==> config.mk <==
export PLATFORM = sky130hd
export DESIGN_NAME = iter_divider
export DESIGN_NICKNAME = d
export VERILOG_FILES = /design/src/rtl/div_pkg.sv /design/src/rtl/div_sub_stage.sv /design/src/rtl/iter_divider.sv
export SDC_FILE = /design/constraint.sdc
export NUM_CORES = 1
export LEC_CHECK = 0
export BUFFER_PORTS_ARGS = -buffer_cell sky130_fd_sc_hd__clkbuf_2
export CAP_MARGIN = 5
export CORE_MARGIN = 4
export CORE_UTILIZATION = 35
export DETAILED_ROUTE_END_ITERATION = 8
export GPL_TIMING_DRIVEN = 0
export SETUP_SLACK_MARGIN = 0.3
export SLEW_MARGIN = 30
export SYNTH_ARGS = -nofsm -noshare
export SYNTH_HDL_FRONTEND = slang
export SYNTH_SLANG_ARGS = --single-unit
==> constraint.sdc <==
create_clock -name clk -period 5.7 [get_ports clk]
set_input_delay 1.14 -clock clk [delete_from_list [all_inputs] [get_ports clk]]
set_output_delay 1.14 -clock clk [all_outputs]
set_load 0.1 [all_outputs]
==> src/rtl/div_pkg.sv <==
`default_nettype none
// ============================================================================
// Module      : div_pkg
// Description : Shared definitions for the iterative divider: default
//               operand width, controller state type and the quotient value
//               reported on a divide-by-zero.
// Revision    : 1.0 - initial release
// ============================================================================
package div_pkg;

    // Default operand / result width.
    localparam int c_data_w = 32;

    // Controller states.
    typedef enum logic [1:0] {
        IDLE = 2'd0,
        CALC = 2'd1,
        DONE = 2'd2
    } state_t;

    // Quotient reported for a zero divisor. Callers slice it to their width,
    // so it is wide enough for any practical DATA_W.
    localparam logic [63:0] c_dbz_quotient = '1;

endpackage : div_pkg
`default_nettype wire

==> src/rtl/div_sub_stage.sv <==
`default_nettype none
// ============================================================================
// Module      : div_sub_stage
// Description : Combinational trial subtractor for one restoring-division
//               step. Computes minuend - subtrahend and reports whether the
//               result is non-negative (no borrow).
// Ports       : minuend    [WIDTH-1:0] in  - shifted partial remainder
//               subtrahend [WIDTH-1:0] in  - zero-extended divisor
//               difference [WIDTH-1:0] out - minuend - subtrahend (modulo)
//               non_neg                out - 1 when minuend >= subtrahend
// Revision    : 1.0 - initial release
// ============================================================================
module div_sub_stage
    import div_pkg::*;
#(
    parameter int WIDTH = c_data_w + 1
) (
    input  logic [WIDTH-1:0] minuend,
    input  logic [WIDTH-1:0] subtrahend,
    output logic [WIDTH-1:0] difference,
    output logic             non_neg
);

    // One extra bit carries the borrow out of the subtraction.
    logic [WIDTH:0] w_wide;

    assign w_wide     = {1'b0, minuend} - {1'b0, subtrahend};
    assign difference = w_wide[WIDTH-1:0];
    assign non_neg    = ~w_wide[WIDTH];

endmodule : div_sub_stage
`default_nettype wire

==> src/rtl/iter_divider.sv <==
`default_nettype none
// ============================================================================
// Module      : iter_divider
// Description : Radix-2 restoring divider, one quotient bit per clock.
//               A division takes DATA_W CALC cycles followed by a one-cycle
//               DONE pulse; a zero divisor goes straight to DONE with
//               quotient all ones, remainder = dividend and div_by_zero set.
//               Results are held until the next accepted start.
// Config      : SIGNED_DIV_EN - adds input signed_op; when set, operands are
//               two's complement, magnitudes are divided and the signs are
//               applied on the edge entering DONE.
// Ports       : clk, rst_n (sync, active low), start, dividend, divisor,
//               [signed_op], busy, done, quotient, remainder, div_by_zero
// Revision    : 1.0 - initial release
// ============================================================================
module iter_divider
    import div_pkg::*;
#(
    parameter int DATA_W = c_data_w
) (
    input  logic              clk,
    input  logic              rst_n,
    input  logic              start,
    input  logic [DATA_W-1:0] dividend,
    input  logic [DATA_W-1:0] divisor,
`ifdef SIGNED_DIV_EN
    input  logic              signed_op,
`endif
    output logic              busy,
    output logic              done,
    output logic [DATA_W-1:0] quotient,
    output logic [DATA_W-1:0] remainder,
    output logic              div_by_zero
);

    localparam int c_cnt_w = $clog2(DATA_W + 1);

    state_t              r_state;
    state_t              w_next_state;
    logic [c_cnt_w-1:0]  r_cnt;
    logic [DATA_W-1:0]   r_rem;
    logic [DATA_W-1:0]   r_quo;
    logic [DATA_W-1:0]   r_div;

    logic                w_accept;
    logic                w_div_zero;
    logic                w_last;
    logic [DATA_W:0]     w_trial_in;
    logic [DATA_W:0]     w_diff;
    logic                w_non_neg;
    logic [DATA_W-1:0]   w_rem_next;
    logic [DATA_W-1:0]   w_quo_next;
    logic [DATA_W-1:0]   w_a_mag;
    logic [DATA_W-1:0]   w_b_mag;
    logic [DATA_W-1:0]   w_q_fin;
    logic [DATA_W-1:0]   w_r_fin;
    logic                w_unused_bits;

    assign w_div_zero = (divisor == '0);
    assign w_last     = (r_cnt == c_cnt_w'(1));

    // ------------------------------------------------------------------
    // Restoring step: shift {rem,quo} left, try rem - divisor.
    // ------------------------------------------------------------------
    assign w_trial_in = {r_rem, r_quo[DATA_W-1]};

    div_sub_stage #(
        .WIDTH (DATA_W + 1)
    ) u_sub (
        .minuend    (w_trial_in),
        .subtrahend ({1'b0, r_div}),
        .difference (w_diff),
        .non_neg    (w_non_neg)
    );

    // Partial remainder stays below the divisor, so the top bit of both the
    // restored and the subtracted value is always zero.
    assign w_rem_next    = w_non_neg ? w_diff[DATA_W-1:0] : w_trial_in[DATA_W-1:0];
    assign w_quo_next    = {r_quo[DATA_W-2:0], w_non_neg};
    assign w_unused_bits = w_diff[DATA_W] ^ w_trial_in[DATA_W];

    // ------------------------------------------------------------------
    // Operand magnitudes and final sign correction.
    // ------------------------------------------------------------------
`ifdef SIGNED_DIV_EN
    logic w_a_neg;
    logic w_b_neg;
    logic r_neg_q;
    logic r_neg_r;

    assign w_a_neg = signed_op & dividend[DATA_W-1];
    assign w_b_neg = signed_op & divisor[DATA_W-1];
    assign w_a_mag = w_a_neg ? -dividend : dividend;
    assign w_b_mag = w_b_neg ? -divisor  : divisor;
    // Most-negative / -1 wraps back to most-negative here, as intended.
    assign w_q_fin = r_neg_q ? -w_quo_next : w_quo_next;
    assign w_r_fin = r_neg_r ? -w_rem_next : w_rem_next;

    always_ff @(posedge clk) begin
        if (!rst_n) begin
            r_neg_q <= 1'b0;
            r_neg_r <= 1'b0;
        end else if (w_accept) begin
            r_neg_q <= w_a_neg ^ w_b_neg;
            r_neg_r <= w_a_neg;
        end
    end
`else
    assign w_a_mag = dividend;
    assign w_b_mag = divisor;
    assign w_q_fin = w_quo_next;
    assign w_r_fin = w_rem_next;
`endif

    // ------------------------------------------------------------------
    // Controller
    // ------------------------------------------------------------------
    always_ff @(posedge clk) begin
        if (!rst_n) begin
            r_state <= IDLE;
        end else begin
            r_state <= w_next_state;
        end
    end

    always_comb begin
        w_next_state = r_state;
        w_accept     = 1'b0;
        busy         = 1'b0;
        done         = 1'b0;
        case (r_state)
            IDLE: begin
                if (start) begin
                    w_accept     = 1'b1;
                    w_next_state = w_div_zero ? DONE : CALC;
                end
            end
            CALC: begin
                busy = 1'b1;
                if (w_last) begin
                    w_next_state = DONE;
                end
            end
            DONE: begin
                done = 1'b1;
                // A start during the done cycle launches the next division
                // with no idle gap.
                if (start) begin
                    w_accept     = 1'b1;
                    w_next_state = w_div_zero ? DONE : CALC;
                end else begin
                    w_next_state = IDLE;
                end
            end
            default: w_next_state = IDLE;
        endcase
    end

    // ------------------------------------------------------------------
    // Datapath and result registers
    // ------------------------------------------------------------------
    always_ff @(posedge clk) begin
        if (!rst_n) begin
            r_cnt       <= '0;
            r_rem       <= '0;
            r_quo       <= '0;
            r_div       <= '0;
            quotient    <= '0;
            remainder   <= '0;
            div_by_zero <= 1'b0;
        end else if (w_accept) begin
            r_cnt <= c_cnt_w'(DATA_W);
            r_rem <= '0;
            r_quo <= w_a_mag;
            r_div <= w_b_mag;
            if (w_div_zero) begin
                quotient    <= c_dbz_quotient[DATA_W-1:0];
                remainder   <= dividend;
                div_by_zero <= 1'b1;
            end
        end else if (r_state == CALC) begin
            r_cnt <= r_cnt - c_cnt_w'(1);
            r_rem <= w_rem_next;
            r_quo <= w_quo_next;
            if (w_last) begin
                quotient    <= w_q_fin;
                remainder   <= w_r_fin;
                div_by_zero <= 1'b0;
            end
        end
    end

endmodule : iter_divider
`default_nettype wire
==> results.md, run 1 <==
- Final Power: 3.548 mW
- Cell Area, Synth: 8556 sq um
- Number of flops mapped to enable cells by yosys: 0
- Worst setup slack before clock tree synthesis: 1360 ps
- Total Neg Setup Slack: 0 ps
- CP Data Arrival Time: 2910 ps
- Async set-reset flop share out of synthesis: 0%
- Flop pwr share: 36.4%
- Count of TritonRoute iterations in the first routing pass: 5
- Net switching fraction of the power: 35.65%
- ANT cells: 0
- Vias per std cell: 5.323
- Standard cell area after detailed placement: 9615 sq um
- Detailed Place HPWL: 21.73 mm
- Category of the critical setup timing path: reg2out
- Port Buffers: 132
- Deepest clock path buffer count: 2
- Met2 WL post-DR: 11.92 mm
- Top Metal Used: met5
- Number of global-route vias before repair: 7,981
- Worst-path maximum fanout: 10
- Cell internal pwr: 2.283 mW
- Wire length on met1: 13.36 mm
- Hold Path Class: reg2reg
- Count of distinct cell types in the synthesized netlist: 68
- Max-slew violation total from the final report: 0
- Setup bufs post-CTS: 0
- Transition time of the tightest slew-check pin: 795.5 ps
- Core region area: 23,750 sq um
- Final instance area: 10,200 sq um
- Via Count: 8,187
- Met3 wirelength from detailed routing: 2.013 mm
- Clk pwr share: 33.6%
- Leading cell type in the layout, fill and taps excluded: sky130_fd_sc_hd__dfxtp_1
- Wire length of the first global-routing pass: 43.04 mm
- Leakage power: 4.073 nW
- Post-synthesis area per instance: 8.102 sq um
- Antenna violations before repair: 1
- Width of the chip: 164.4 microns
- Drt drc: 0
- Fraction of layout cells with a size suffix above 1: 15.34%
- Wire length per cell: 18.05 microns
- Largest clock skew in the final design: 13.31 ps
- Register bit count reported by yosys: 169
- Clock tree from TritonCTS: built
- Global route total overflow: 0
- Run status: complete, no violations
- Routed wire length: 27.76 mm
- Logic pwr share: 30.0%
- Sequential fraction of the synthesis area: 39.54%
- Height of the die: 164.4 microns
- Final instance count without filler cells: 1,538
- Required time reported for the critical path endpoint: 4560 ps
- Minimum setup slack among reg-to-reg paths: 2070 ps
- Nature of the critical path endpoint: output pin
- Switch Pwr: 1.265 mW
- Worst voltage drop across the vdd grid: 0.0001870 V
- Number of instances in the synthesized netlist: 1,056
- Cell Pwr Density: 347.8 nW/um^2
- Clock network latency to the later pin of the worst-skew pair: 440 ps
- Synth warnings: 0
- Gpl congestion: 0.8929
- Final Util: 42.95%
- Top_reg_cell synth: sky130_fd_sc_hd__dfxtp_1
- 1st-iter DRT viols: 693
- CTS root buf: sky130_fd_sc_hd__clkbuf_16
- Aggregate global-route resource usage: 20.55%
- Pin count of the biggest net entering global routing: 17
- Post-Synthesis Net Count: 1,158
- Rows: 56
- Fillers: 2,410
- Number of violations of the max-capacitance limit: 0
- Number of hold violations in the final report: 0
- Most frequent cells in the layout: 169 x sky130_fd_sc_hd__dfxtp_1, 132 x sky130_fd_sc_hd__clkbuf_2, 131 x sky130_fd_sc_hd__nand2_1
- Unrepaired setup endpoints after global routing: false
- Max Clock Freq: 247.2 MHz
- Die area: 27,010 sq um
- I/O pin count: 134
- Clock slew at the register clock pins of the worst setup and hold paths: 80 ps
- Kind of launch point of the worst setup path: register
- Number of nets still failing antenna checks after routing: 0
- Number of H-tree levels: 4
- Ratio of final minimum period to clock period: 70.98%
- Worst slew margin: 46.97%
- CTS Hold Buffers Added: 0
- Number of buffers added by the clock tree synthesis step: 17
- Number of setup violations in the final report: 0
- Post-cts repair resize count: 0
- Min Clock Period, post-route: 4046 ps
- Effective utilization at floorplan: 36.02%
- Hold Slack: 457.2 ps
- Number of nets at the end of the flow: 1,309
- Cell total after placement: 1,507
- Worst setup margin: 1654 ps
- Count of clock tree sinks: 169
- Area added between synthesis and finish: 19.23%
kinds of logic after synthesis:
family                   after synthesis  share of synthesized area, %
flip-flops                           169                         39.54
adder cells (fa/ha/maj)               35                         5.206
XOR/XNOR                              27                         2.764
AO/OA/AOI/OAI                        324                         25.29
multiplexers                          27                         3.188
buffers and inverters                124                         5.893
AND/OR/NAND/NOR                      350                         18.12
state kept, by name, indices dropped and copies added (netlist names):
| signal | cells |
|---|---|
| div_by_zero | 1 |
| quotient | 32 |
| r_cnt | 6 |
| r_div | 32 |
| r_quo | 32 |
| r_rem | 32 |
| r_state | 2 |
| remainder | 32 |
power groups by stage:
| stage | combinational (mW) | clock [mW] | sequential [mW] |
|---|---|---|---|
| 6_report | 1.06 | 1.19 | 1.29 |
| 4_1_cts | 1.06 | 1.21 | 1.29 |
| 3_5_place_dp | 1.05 | 0 | 1.32 |
| 2_1_floorplan | 0.721 | 0 | 1.37 |
| 3_3_place_gp | 1.05 | 0 | 1.32 |
| 5_1_grt | 1.16 | 1.26 | 1.30 |
worst max-delay path, stage by stage, from the launching register on:
cell	delay, ps
sky130_fd_sc_hd__dfxtp_1	400
sky130_fd_sc_hd__nand2b_1	80
sky130_fd_sc_hd__clkbuf_1	220
sky130_fd_sc_hd__inv_2	240
sky130_fd_sc_hd__clkbuf_1	530
sky130_fd_sc_hd__clkbuf_1	440
sky130_fd_sc_hd__clkbuf_2	550
path summary, 6_finish.rpt:
path                                               from                         end  cells past startpoint
worst max-delay path            r_state[0]$_SDFFE_PN0P_                        busy                      6
worst min-delay path             r_div[31]$_SDFFE_PN0P_      r_div[31]$_SDFFE_PN0P_                      2
worst max register to register   r_quo[31]$_SDFFE_PN0P_  remainder[30]$_SDFFE_PN0P_                     14
worst min register to register   r_div[31]$_SDFFE_PN0P_      r_div[31]$_SDFFE_PN0P_                      2
area by class of cell:
class	instances	area (sq um)	share of cell area [%]
sequential	169	3383	33.17
multi-input combinational	763	4668	45.76
inverter	43	161.4	1.582
clock buffer	18	429.2	4.207
buffer	81	342.8	3.361
tap	319	399.1	3.913
clock inverter	13	156.4	1.533
timing repair buffer	132	660.6	6.476
layer usage:
layer  global-route usage [%]  vias up
met1                    29.10     3792
met3                    4.843       37
li1                         -     4084
met2                    31.31      272
met5                        0        -
met4                    5.604        2
cell usage after synthesis (all sizes together), types with 19 or more instances:
master,count,share of area [%]
o211ai,21,1.8
ha,34,5.0
a22oi,33,2.9
buf,19,1.3
nor3,74,4.3
a31o,20,2.0
nor2,88,3.9
nand2,132,5.8
o21ai,28,1.8
dfxtp,169,40
a21oi,131,7.8
inv,43,1.9
a211oi,30,2.7
clkbuf,62,2.7
mux2i,25,2.9
No activity file was read; power rests on OpenSTA's default activity.
==> run 2: changes to the inputs <==
clock period = 4.19 ns   (was 5.7 ns; I/O delays follow)
==> results.md, run 2 (synthesized netlist as in run 1, its figures left out) <==
- Total Neg Setup Slack: 0 ps
- Number of nets still failing antenna checks after routing: 0
- Port Buffers: 132
- CTS root buf: sky130_fd_sc_hd__clkbuf_16
- Ratio of final minimum period to clock period: 89.68%
- Vias per std cell: 5.340
- Cell internal pwr: 3.110 mW
- Detailed Place HPWL: 21.73 mm
- Gpl congestion: 0.8929
- Most frequent cells in the layout: 169 x sky130_fd_sc_hd__dfxtp_1, 132 x sky130_fd_sc_hd__clkbuf_2, 131 x sky130_fd_sc_hd__nand2_1
- Height of the die: 164.4 microns
- Number of nets at the end of the flow: 1,309
- I/O pin count: 134
- Die area: 27,010 sq um
- Clock network latency to the later pin of the worst-skew pair: 440 ps
- Number of hold violations in the final report: 0
- Drt drc: 0
- Deepest clock path buffer count: 2
- ANT cells: 0
- Area added between synthesis and finish: 19.35%
- Delay of the slowest critical-path stage: 550 ps
- Required time reported for the critical path endpoint: 3350 ps
- Net switching fraction of the power: 35.72%
- Number of setup violations in the final report: 0
- Leading cell type in the layout, fill and taps excluded: sky130_fd_sc_hd__dfxtp_1
- Clock slew at the register clock pins of the worst setup and hold paths: 80 ps
- Flop pwr share: 36.3%
- Min Clock Period, post-route: 3758 ps
- Effective utilization at floorplan: 36.02%
- Number of buffers added by the clock tree synthesis step: 17
- Clk pwr share: 33.4%
- Aggregate global-route resource usage: 20.55%
- Run status: complete, no violations
- Width of the chip: 164.4 microns
- Wire length of the first global-routing pass: 43.04 mm
- Max-slew violation total from the final report: 0
- Fraction of layout cells with a size suffix above 1: 15.50%
- Count of clock tree sinks: 169
- Final Util: 42.99%
- Worst-path maximum fanout: 10
- Unrepaired setup endpoints after global routing: false
- Rows: 56
- Cell Pwr Density: 473.8 nW/um^2
- Core region area: 23,750 sq um
- Category of the critical setup timing path: reg2out
- Antenna violations before repair: 1
- Routed wire length: 27.84 mm
- Clock tree from TritonCTS: built
- Worst slew margin: 48.64%
- Slowest cell on the critical path: sky130_fd_sc_hd__clkbuf_2
- CP Data Arrival Time: 2920 ps
- Nature of the critical path endpoint: output pin
- Via Count: 8,213
- Global route total overflow: 0
- Max Clock Freq: 266.1 MHz
- Worst voltage drop across the vdd grid: 0.0002546 V
- Wire length per cell: 18.10 microns
- Count of TritonRoute iterations in the first routing pass: 5
- 1st-iter DRT viols: 649
- Hold Path Class: reg2reg
- Transition time of the tightest slew-check pin: 770.3 ps
- Chain of cells forming the critical path: nand2b_1, clkbuf_1, inv_2, clkbuf_1, clkbuf_1, clkbuf_2
- Hold Slack: 456.1 ps
- Worst setup slack before clock tree synthesis: 151.6 ps
- CTS Hold Buffers Added: 0
- Number of H-tree levels: 4
- Switch Pwr: 1.728 mW
- Number of violations of the max-capacitance limit: 0
- Leakage power: 4.074 nW
- Kind of launch point of the worst setup path: register
- Number of global-route vias before repair: 7,981
- Pin count of the biggest net entering global routing: 17
- Worst setup margin: 432.4 ps
- Largest clock skew in the final design: 14.87 ps
- Final Power: 4.837 mW
- Most Frequent Cell on Critical Path: sky130_fd_sc_hd__clkbuf_1
- Logic pwr share: 30.2%
[run 2: cell type report]
| type | count | area [sq um] |
|---|---|---|
| clock buffers | 18 | 429.2 |
| multi-input cells | 763 | 4678 |
| plain buffers | 81 | 342.8 |
| well taps | 319 | 399.1 |
| clock inverters | 13 | 156.4 |
| inverters | 43 | 161.4 |
| repair buffers | 132 | 660.6 |
| fillers | 2413 | 13540 |
| flip-flops and latches | 169 | 3383 |
[run 2: per-stage QoR]
| step | cells | instance area, sq um |
|---|---|---|
| floorplan | 1056 | 8556 |
| global placement | 1507 | 9615 |
| detailed placement | 1507 | 9615 |
| CTS | 1538 | 10200 |
| global route | 1538 | 10210 |
| finish | 1538 | 10210 |
[run 2: what timing repair did]
item,in CTS,in global routing
setup endpoints to repair,0,3
buffers inserted,0,0
resized for setup,0,3
[run 2: power groups by stage]
| stage | Combinational, mW | Sequential, mW | Clock [mW] |
|---|---|---|---|
| finish | 1.46 | 1.76 | 1.62 |
| global route | 1.59 | 1.77 | 1.71 |
| CTS | 1.44 | 1.76 | 1.64 |
| detailed placement | 1.43 | 1.79 | 0 |
| global placement | 1.42 | 1.79 | 0 |
| floorplan | 0.980 | 1.86 | 0 |
[run 2: worst max-delay path, delay by kind of cell, from the launching register on]
kind | cells | cell delay (ps)
flip-flops | 1 | 410
AND/OR/NAND/NOR | 1 | 80
buffers and inverters | 5 | 1990
[run 2: per-layer routing]
metal / share of wire, % / routed length (microns) / global-route usage (%)
met5: 0.047 / 13 / 0
met4: 1.8 / 490 / 5.604
met3: 6.6 / 1828 / 4.843
met2: 43 / 11970 / 31.31
met1: 49 / 13530 / 29.10
[run 2: worst paths after layout]
check | start | endpoint | slack, ps | cells past startpoint
max | r_state[0]$_SDFFE_PN0P_ | busy | 430 | 6
min | r_div[2]$_SDFFE_PN0P_ | r_div[2]$_SDFFE_PN0P_ | 460 | 2
max reg2reg | r_quo[31]$_SDFFE_PN0P_ | remainder[30]$_SDFFE_PN0P_ | 580 | 14
min reg2reg | r_div[2]$_SDFFE_PN0P_ | r_div[2]$_SDFFE_PN0P_ | 460 | 2
